### config.mk
export PLATFORM = sky130hd
export DESIGN_NAME = laser_cover_counter
export DESIGN_NICKNAME = d
export VERILOG_FILES = /design/src/rtl/laser_cover_counter.sv
export SDC_FILE = /design/constraint.sdc
export NUM_CORES = 1
export LEC_CHECK = 0
export CELL_PAD_IN_SITES_DETAIL_PLACEMENT = 1
export CELL_PAD_IN_SITES_GLOBAL_PLACEMENT = 1
export CORE_MARGIN = 8
export CORE_UTILIZATION = 49
export CTS_CLUSTER_DIAMETER = 150
export CTS_CLUSTER_SIZE = 8
export DETAILED_ROUTE_END_ITERATION = 10
export PLACE_DENSITY = 0.95
export SLEW_MARGIN = 20
export SYNTH_ARGS = -nofsm -noshare
export SYNTH_HDL_FRONTEND = slang
export SYNTH_SLANG_ARGS = --single-unit
### constraint.sdc
create_clock -name CLK -period 17.8 [get_ports CLK]
set_input_delay 3.56 -clock CLK [delete_from_list [all_inputs] [get_ports CLK]]
set_output_delay 3.56 -clock CLK [all_outputs]
set_load 0.005 [all_outputs]
### src/rtl/laser_cover_counter.sv
// Scans the stored LASER points and counts those inside a radius-4 circle.
// Define LASER_BEST_TRACK_EN to keep the best candidate seen so far.
module laser_cover_counter #(
    parameter int NPTS = 40,
    parameter int R2   = 16,
    parameter int IDXW = 6
) (
    input  logic            CLK,
    input  logic            RST,
    input  logic            START,
    input  logic [3:0]      CX,
    input  logic [3:0]      CY,
    input  logic            OTHER_EN,
    input  logic [3:0]      OX,
    input  logic [3:0]      OY,
    output logic [IDXW-1:0] RD_IDX,
    input  logic [3:0]      RD_X,
    input  logic [3:0]      RD_Y,
    output logic            BUSY,
    output logic            VALID,
    output logic [IDXW-1:0] COUNT
`ifdef LASER_BEST_TRACK_EN
    ,
    input  logic            BEST_CLR,
    output logic [3:0]      BEST_CX,
    output logic [3:0]      BEST_CY,
    output logic [IDXW-1:0] BEST_CNT
`endif
);

    typedef enum logic [1:0] {
        IDLE,
        ISSUE,
        DRAIN,
        DONE
    } state_t;

    localparam logic [IDXW-1:0] LAST = IDXW'(NPTS - 1);

    state_t          state;
    logic [3:0]      cx_q;
    logic [3:0]      cy_q;
    logic [3:0]      ox_q;
    logic [3:0]      oy_q;
    logic            oen_q;
    logic            dv;
    logic [IDXW-1:0] acc;
    logic            hit;
    logic [IDXW-1:0] acc_next;

    function automatic logic in_circle(
        input logic [3:0] px,
        input logic [3:0] py,
        input logic [3:0] cx,
        input logic [3:0] cy
    );
        logic [3:0] dx;
        logic [3:0] dy;
        logic [7:0] sx;
        logic [7:0] sy;
        logic [8:0] d2;
        dx = (px >= cx) ? px - cx : cx - px;
        dy = (py >= cy) ? py - cy : cy - py;
        sx = {4'b0, dx} * {4'b0, dx};
        sy = {4'b0, dy} * {4'b0, dy};
        d2 = {1'b0, sx} + {1'b0, sy};
        return d2 <= 9'(R2);
    endfunction

    // dv marks cycles where RD_X/RD_Y carry the point issued one cycle earlier
    always_comb begin
        hit = dv & (in_circle(RD_X, RD_Y, cx_q, cy_q) |
                    (oen_q & in_circle(RD_X, RD_Y, ox_q, oy_q)));
        acc_next = acc + {{(IDXW-1){1'b0}}, hit};
    end

    always_ff @(posedge CLK or negedge RST) begin
        if (!RST) begin
            state  <= IDLE;
            cx_q   <= '0;
            cy_q   <= '0;
            ox_q   <= '0;
            oy_q   <= '0;
            oen_q  <= 1'b0;
            dv     <= 1'b0;
            acc    <= '0;
            RD_IDX <= '0;
            BUSY   <= 1'b0;
            VALID  <= 1'b0;
            COUNT  <= '0;
`ifdef LASER_BEST_TRACK_EN
            BEST_CX  <= '0;
            BEST_CY  <= '0;
            BEST_CNT <= '0;
`endif
        end else begin
            dv  <= (state == ISSUE);
            acc <= acc_next;
            unique case (state)
                IDLE: begin
                    RD_IDX <= '0;
                    if (START) begin
                        cx_q  <= CX;
                        cy_q  <= CY;
                        ox_q  <= OX;
                        oy_q  <= OY;
                        oen_q <= OTHER_EN;
                        acc   <= '0;
                        COUNT <= '0;
                        BUSY  <= 1'b1;
                        state <= ISSUE;
                    end
`ifdef LASER_BEST_TRACK_EN
                    if (BEST_CLR) begin
                        BEST_CX  <= '0;
                        BEST_CY  <= '0;
                        BEST_CNT <= '0;
                    end
`endif
                end
                ISSUE: begin
                    if (RD_IDX == LAST) begin
                        RD_IDX <= '0;
                        state  <= DRAIN;
                    end else begin
                        RD_IDX <= RD_IDX + 1'b1;
                    end
                end
                DRAIN: begin
                    COUNT <= acc_next;
                    VALID <= 1'b1;
                    BUSY  <= 1'b0;
                    state <= DONE;
                end
                DONE: begin
                    VALID <= 1'b0;
                    state <= IDLE;
`ifdef LASER_BEST_TRACK_EN
                    // strict compare keeps the earlier candidate on a tie
                    if (COUNT > BEST_CNT) begin
                        BEST_CNT <= COUNT;
                        BEST_CX  <= cx_q;
                        BEST_CY  <= cy_q;
                    end
`endif
                end
            endcase
        end
    end

endmodule
== After elaboration in Yosys (flattened, before gate mapping) ==
Cells that the tools add are included.

* Add/subtract/negate cells: 12
* Multipliers: 4
* Magnitude comparators: 6
* Eq/ne operators: 6
* Muxes and demuxes: 16
* Bitwise gates (word level): 3
* Reductions and logical operators: 7

{| class="wikitable"
|+ Operator list
! kind !! number
|-
| $mul 4x4->8 || 4
|-
| $sub 4x4->4 || 8
|-
| $mux 6 || 4
|-
| $pmux 6 s2 || 2
|-
| $add 8x8->9 || 2
|-
| $le 9x5->1 const B || 2
|-
| $ge 4x4->1 || 4
|-
| $mux 4 || 4
|-
| $pmux 2 s4 || 1
|-
| $add 6x1->6 || 1
|-
| $add 6x1->6 const B || 1
|-
| $eq 6x6->1 const B || 1
|-
| $reduce_and 2->1 || 3
|-
| $reduce_bool 2->1 || 3
|-
| $eq 2x2->1 const B || 2
|-
| $mux 2 || 2
|-
| $pmux 1 s2 || 2
|-
| $and 1x1->1 || 2
|-
| $eq 2x1->1 const B || 1
|-
| $logic_not 2->1 || 1
|-
| $ne 2x1->1 const B || 1
|-
| $ne 2x2->1 const B || 1
|-
| $mux 1 || 1
|-
| $or 1x1->1 || 1
|}

* Bits in registers: 40
* Output and inout bits: 14
* Word-level logic and storage cells: 66

== Logic depth before layout (Yosys ltp) ==
* Depth in word-level cells: 11
* Gate-level depth with buffers: 30
* Depth with buffers taken out: 30

== Worst setup path after synthesis ==
OpenSTA, ideal clock, no wires.

* Path kind: input port to flip-flop
* Start: input port RD_X[0]
* End: register COUNT[5]
* Arrival time: 9.468 ns
* Slack: 8.208 ns
* Stages: 28
* Buffers on the path: 0
* Cell sequence: inv_1 -> ha_1 -> inv_1 -> fa_1 -> a21o_1 -> a221o_2 -> mux2i_1 -> xor2_1 -> or2_1 -> fa_1 -> fa_1 -> fa_1 -> inv_1 -> fa_1 -> ha_1 -> inv_1 -> fa_1 -> xor2_1 -> nand3_1 -> nor2_1 -> o211ai_1 -> o32ai_1 -> ha_1 -> nand3_1 -> nor2_1 -> xnor2_1 -> nor2_1 -> a211o_1

* Cells in the longest elaborated chain, start to end: 10
* Elaborated cells between the ends (all ways): 19
* Classes of those cells: 7 x add/sub; 2 x mul; 4 x order compare; 3 x mux; 3 x bitwise

{| class="wikitable"
|+ RTL lines
! element !! line !! text
|-
| from (decl) || 17 || <nowiki>input logic [3:0] RD_X,</nowiki>
|-
| $sub 4x4->4 / $ge 4x4->1 (equally long branches) || 62 || <nowiki>dx = (px >= cx) ? px - cx : cx - px;</nowiki>
|-
| $mux 4 || 62 ||
|-
| $mul 4x4->8 || 64 || <nowiki>sx = {4'b0, dx} * {4'b0, dx};</nowiki>
|-
| $add 8x8->9 || 66 || <nowiki>d2 = {1'b0, sx} + {1'b0, sy};</nowiki>
|-
| $le 9x5->1 || 67 || <nowiki>return d2 <= 9'(R2);</nowiki>
|-
| $and 1x1->1 || 73 || <nowiki>(oen_q & in_circle(RD_X, RD_Y, ox_q, oy_q)));</nowiki>
|-
| $or 1x1->1 (*) || 72 || <nowiki>hit = dv & (in_circle(RD_X, RD_Y, cx_q, cy_q) |</nowiki>
|-
| $and 1x1->1 (*) || 72 ||
|-
| $add 6x1->6 (*) || 74 || <nowiki>acc_next = acc + {{(IDXW-1){1'b0}}, hit};</nowiki>
|-
| $pmux 6 s2 (*) || 99 || <nowiki>unique case (state)</nowiki>
|-
| to (signal assigned) || 130 || <nowiki>COUNT <= acc_next;</nowiki>
|-
| to (decl) || 21 || <nowiki>output logic [IDXW-1:0] COUNT</nowiki>
|}

Mark *: on every way between the ends. The rest lies on a longest branch, timed or not.
A chain may end at the register's enable or synchronous reset.

== Final worst setup path ==
* Start: input port RD_X[1]
* End: register COUNT[4]

The elaborated chain is that of the path after synthesis.

==> flow_summary.html <==
<table>
<tr><th>Metric</th><th>Value</th></tr>
<tr><th colspan="2">Run status</th></tr>
<tr><td>Outcome</td><td>completed</td></tr>
<tr><th colspan="2">Clock network</th></tr>
<tr><td>Count of hold buffers inserted by post-cts repair</td><td>0</td></tr>
<tr><td>Number of buffers inserted during clock tree synthesis</td><td>5</td></tr>
<tr><td>Buffer type at the clock tree root</td><td>clkbuf_8</td></tr>
<tr><td>Post-CTS Setup Inserts</td><td>0</td></tr>
<tr><td>TritonCTS clock tree</td><td>built</td></tr>
<tr><td>Post-cts sizing count</td><td>0</td></tr>
<tr><td>Number of H-tree levels</td><td>2</td></tr>
<tr><td>Maximum count of clock buffers along a single path</td><td>2</td></tr>
<tr><td>Clock sink total</td><td>40</td></tr>
<tr><td>Clock input transition at the sequential cells of the worst setup and hold paths</td><td>0.10 ns</td></tr>
<tr><td>Later-pin clock latency in the skew report</td><td>0.31 ns</td></tr>
<tr><th colspan="2">Synth</th></tr>
<tr><td>Cell type contributing the most total cell area after synthesis</td><td>dfrtp_1</td></tr>
<tr><td>Post-synthesis register bit count</td><td>40</td></tr>
<tr><td>Syn avg cell area</td><td>9.23 sq um</td></tr>
<tr><td>Async set or reset register ratio after synthesis</td><td>100%</td></tr>
<tr><td>Yosys cell types</td><td>47</td></tr>
<tr><td>Post-Synthesis Net Count</td><td>596</td></tr>
<tr><td>Top cell type's share of synthesized area</td><td>23.1%</td></tr>
<tr><td>Synth cell count leaders</td><td>inv_1 (79), ha_1 (69), dfrtp_1 (40), nor2_1 (36), fa_1 (30)</td></tr>
<tr><td>Post-Synthesis Cell Area</td><td>4330 sq um</td></tr>
<tr><td>Most frequently used cell type in the post-synthesis netlist</td><td>inv_1</td></tr>
<tr><td>Most common flop cell mapped by yosys</td><td>dfrtp_1</td></tr>
<tr><td>Sequential-to-total area share from yosys stat</td><td>23.1%</td></tr>
<tr><td>Yosys synthesis warning count</td><td>0</td></tr>
<tr><td>Top area cells in the synthesized netlist</td><td>dfrtp_1 (23%), ha_1 (20%), fa_1 (14%)</td></tr>
<tr><td>Number of enable-type register cells in the synthesized netlist</td><td>0</td></tr>
<tr><td>Number of standard cells after synthesis</td><td>469</td></tr>
<tr><th colspan="2">Route</th></tr>
<tr><td>Routed wirelength normalized by instance count</td><td>19.3 um</td></tr>
<tr><td>Initial DRC Count</td><td>127</td></tr>
<tr><td>Total wirelength of the detailed-routed design</td><td>12000 um</td></tr>
<tr><td>Via-to-Cell Ratio</td><td>5.74</td></tr>
<tr><td>Post-DRT Antenna Nets</td><td>0</td></tr>
<tr><td>Number of remaining DRC errors</td><td>0</td></tr>
<tr><td>Via Count</td><td>3550</td></tr>
<tr><td>Drt first pass iters</td><td>4</td></tr>
<tr><th colspan="2">Timing</th></tr>
<tr><td>RSZ-0062 raised after global routing</td><td>no</td></tr>
<tr><td>Minimum period implied by the final worst setup slack</td><td>10.53 ns</td></tr>
<tr><td>Slew Viols, Final</td><td>0</td></tr>
<tr><td>Number of hold-slack violations in the final timing report</td><td>0</td></tr>
<tr><td>Final-report setup violation count</td><td>0</td></tr>
<tr><td>Least setup slack across all paths after layout</td><td>7.27 ns</td></tr>
<tr><td>Total Negative Setup Slacks</td><td>0 ns</td></tr>
<tr><td>Clock Skews</td><td>0.00468 ns</td></tr>
<tr><td>Worst relative slew slack</td><td>35.3%</td></tr>
<tr><td>Max Freq</td><td>94.9 MHz</td></tr>
<tr><td>Final worst path period share</td><td>59.2%</td></tr>
<tr><td>Slew @ Worst Pin</td><td>0.971 ns</td></tr>
<tr><th colspan="2">Placed design</th></tr>
<tr><td>Number of input and output port buffers inserted</td><td>41</td></tr>
<tr><td>Weighted congestion reported at the end of routability-driven placement</td><td>0.849</td></tr>
<tr><td>Total half-perimeter wirelength after legalization and detailed placement</td><td>9530 um</td></tr>
<tr><td>Pre-CTS setup slack</td><td>6.95 ns</td></tr>
<tr><th colspan="2">Die</th></tr>
<tr><td>Num ports</td><td>42</td></tr>
<tr><td>Core box area</td><td>8640 sq um</td></tr>
<tr><td>Height of the die</td><td>110 um</td></tr>
<tr><td>Die footprint</td><td>12100 sq um</td></tr>
<tr><td>Die outline width</td><td>110 um</td></tr>
<tr><td>Initial cell density of the core</td><td>50.1%</td></tr>
<tr><td>FP Rows</td><td>34</td></tr>
<tr><th colspan="2">GRT</th></tr>
<tr><td>Antenna violations before repair</td><td>0</td></tr>
<tr><td>Remaining Overflow, GRT</td><td>0</td></tr>
<tr><td>Pin count of the biggest net entering global routing</td><td>41</td></tr>
<tr><td>Global-route total usage across every layer</td><td>21.1%</td></tr>
<tr><td>Wire length of the first global-routing pass</td><td>20200 um</td></tr>
<tr><td>Via count of the first global-routing pass</td><td>4111</td></tr>
<tr><th colspan="2">Flow run</th></tr>
<tr><td>Total of max-cap violations</td><td>0</td></tr>
<tr><th colspan="2">Worst setup path</th></tr>
<tr><td>Cell class contributing the biggest share of worst-path delay</td><td>adder cells</td></tr>
<tr><td>Data required time at the worst endpoint</td><td>17.97 ns</td></tr>
<tr><td>Crit start category</td><td>input pin</td></tr>
<tr><td>Critical path's largest stage delay</td><td>0.73 ns</td></tr>
<tr><td>Data arrival time of the critical path</td><td>10.71 ns</td></tr>
<tr><td>Worst-path fanout max</td><td>6</td></tr>
<tr><td>Most used cell, CP</td><td>fa_1</td></tr>
<tr><td>Critical path buffer and inverter count</td><td>4</td></tr>
<tr><td>Critical path capture point type</td><td>flip-flop</td></tr>
<tr><td>Reg2reg setup slack</td><td>10.77 ns</td></tr>
<tr><td>Start-to-end type of the worst setup path</td><td>in -&gt; reg</td></tr>
<tr><td>Cell with the largest stage delay on the worst path</td><td>clkdlybuf4s50_1</td></tr>
<tr><th colspan="2">Finish</th></tr>
<tr><td>Flip-flop and latch area</td><td>1000 sq um</td></tr>
<tr><td>Proportion of layout cells with a drive suffix above 1</td><td>7.45%</td></tr>
<tr><td>Number of antenna cells inserted</td><td>0</td></tr>
<tr><td>Filler Cell Count</td><td>1001</td></tr>
<tr><td>Count of nets after finishing</td><td>636</td></tr>
<tr><td>Area Overhead vs Synth</td><td>14.4%</td></tr>
<tr><td>Total area of multi-input combinational cells</td><td>3000 sq um</td></tr>
<tr><td>Final core area utilization</td><td>57.3%</td></tr>
<tr><th colspan="2">Hold path</th></tr>
<tr><td>Type of the worst min-delay path</td><td>reg -&gt; reg</td></tr>
</table>
[layout by cell type, fill, tap and decap left out, types with 3 or more instances in the layout]
cell type,count
a21o_1,7
a21oi_1,24
a2bb2oi_1,4
a31oi_1,4
a32oi_1,3
and2_1,5
and3_1,3
clkbuf_8,5
clkdlybuf4s50_1,40
dfrtp_1,40
fa_1,30
ha_1,69
inv_1,79
mux2_2,18
mux2i_1,10
nand2_1,29
nand3_1,9
nor2_1,36
nor2b_1,8
nor3b_1,3
o211ai_1,3
o21a_1,4
o21ai_0,23
o21bai_1,5
o221ai_1,3
or2_2,7
xnor2_1,4
xor2_1,5
[path summary, 6_finish.rpt]
check,start,to,cells after the start
worst max-delay path,RD_X[1],COUNT[4],28
worst min-delay path,cy_q[3],cy_q[3],1
worst max register to register,ox_q[0],COUNT[4],28
worst min register to register,cy_q[3],cy_q[3],1
max in group asynchronous,RST,oy_q[2],1
min in group asynchronous,RST,COUNT[2],1
[area by class of cell]
type,count,share of cell area (%)
flip-flops and latches,40,20.2
clock inverters,3,0.935
well taps,108,2.73
repair buffers,41,8.19
clock buffers,5,1.39
multi-input cells,342,60.5
inverters,79,5.99
[worst register-to-register path, delay by kind of cell, from the launching register on]
kind            cells  cell delay (ns)
mux                 1             0.18
flops               1             0.38
compound gates      6             1.22
fa+ha+maj          10             3.62
xor+xnor            3             0.77
simple gates        5             0.54
buf+inv             3             0.18
[sequential cells by signal, indices dropped and copies added, names as in the netlist, 2 cells and up]
signal  flops
acc         6
state       2
oy_q        4
RD_IDX      6
cy_q        4
ox_q        4
COUNT       6
cx_q        4
[cells by family (layout without fill, tap and decap cells)]
group / Yosys count / count (layout) / synth area share, %
compound gates: 94 / 94 / 14.2
fa+ha+maj: 99 / 99 / 33.8
simple gates: 112 / 112 / 12.4
xor+xnor: 9 / 9 / 1.82
buf+inv: 87 / 128 / 7.61
mux: 28 / 28 / 7.00
flops: 40 / 40 / 23.1
[routing by layer]
layer | vias up | share of wire, % | global-route usage, %
met1 | 1786 | 44 | 25.1
met5 | - | 0 | 0
met3 | 28 | 2.4 | 3.22
li1 | 1658 | - | -
met2 | 78 | 51 | 37.6
met4 | 0 | 2.3 | 7.04
[per-stage QoR]
step                instances  hold slack [ns]  instance area (sq um)
floorplan                 469            0.479                   4330
global placement          610            0.479                   4830
detailed placement        610            0.500                   4830
CTS                       618            0.522                   4950
global route              618            0.537                   4950
finish                    618            0.516                   4950
Power is not shown: default switching activity piles up to over one toggle a cycle in this logic, so the estimate is an artifact.
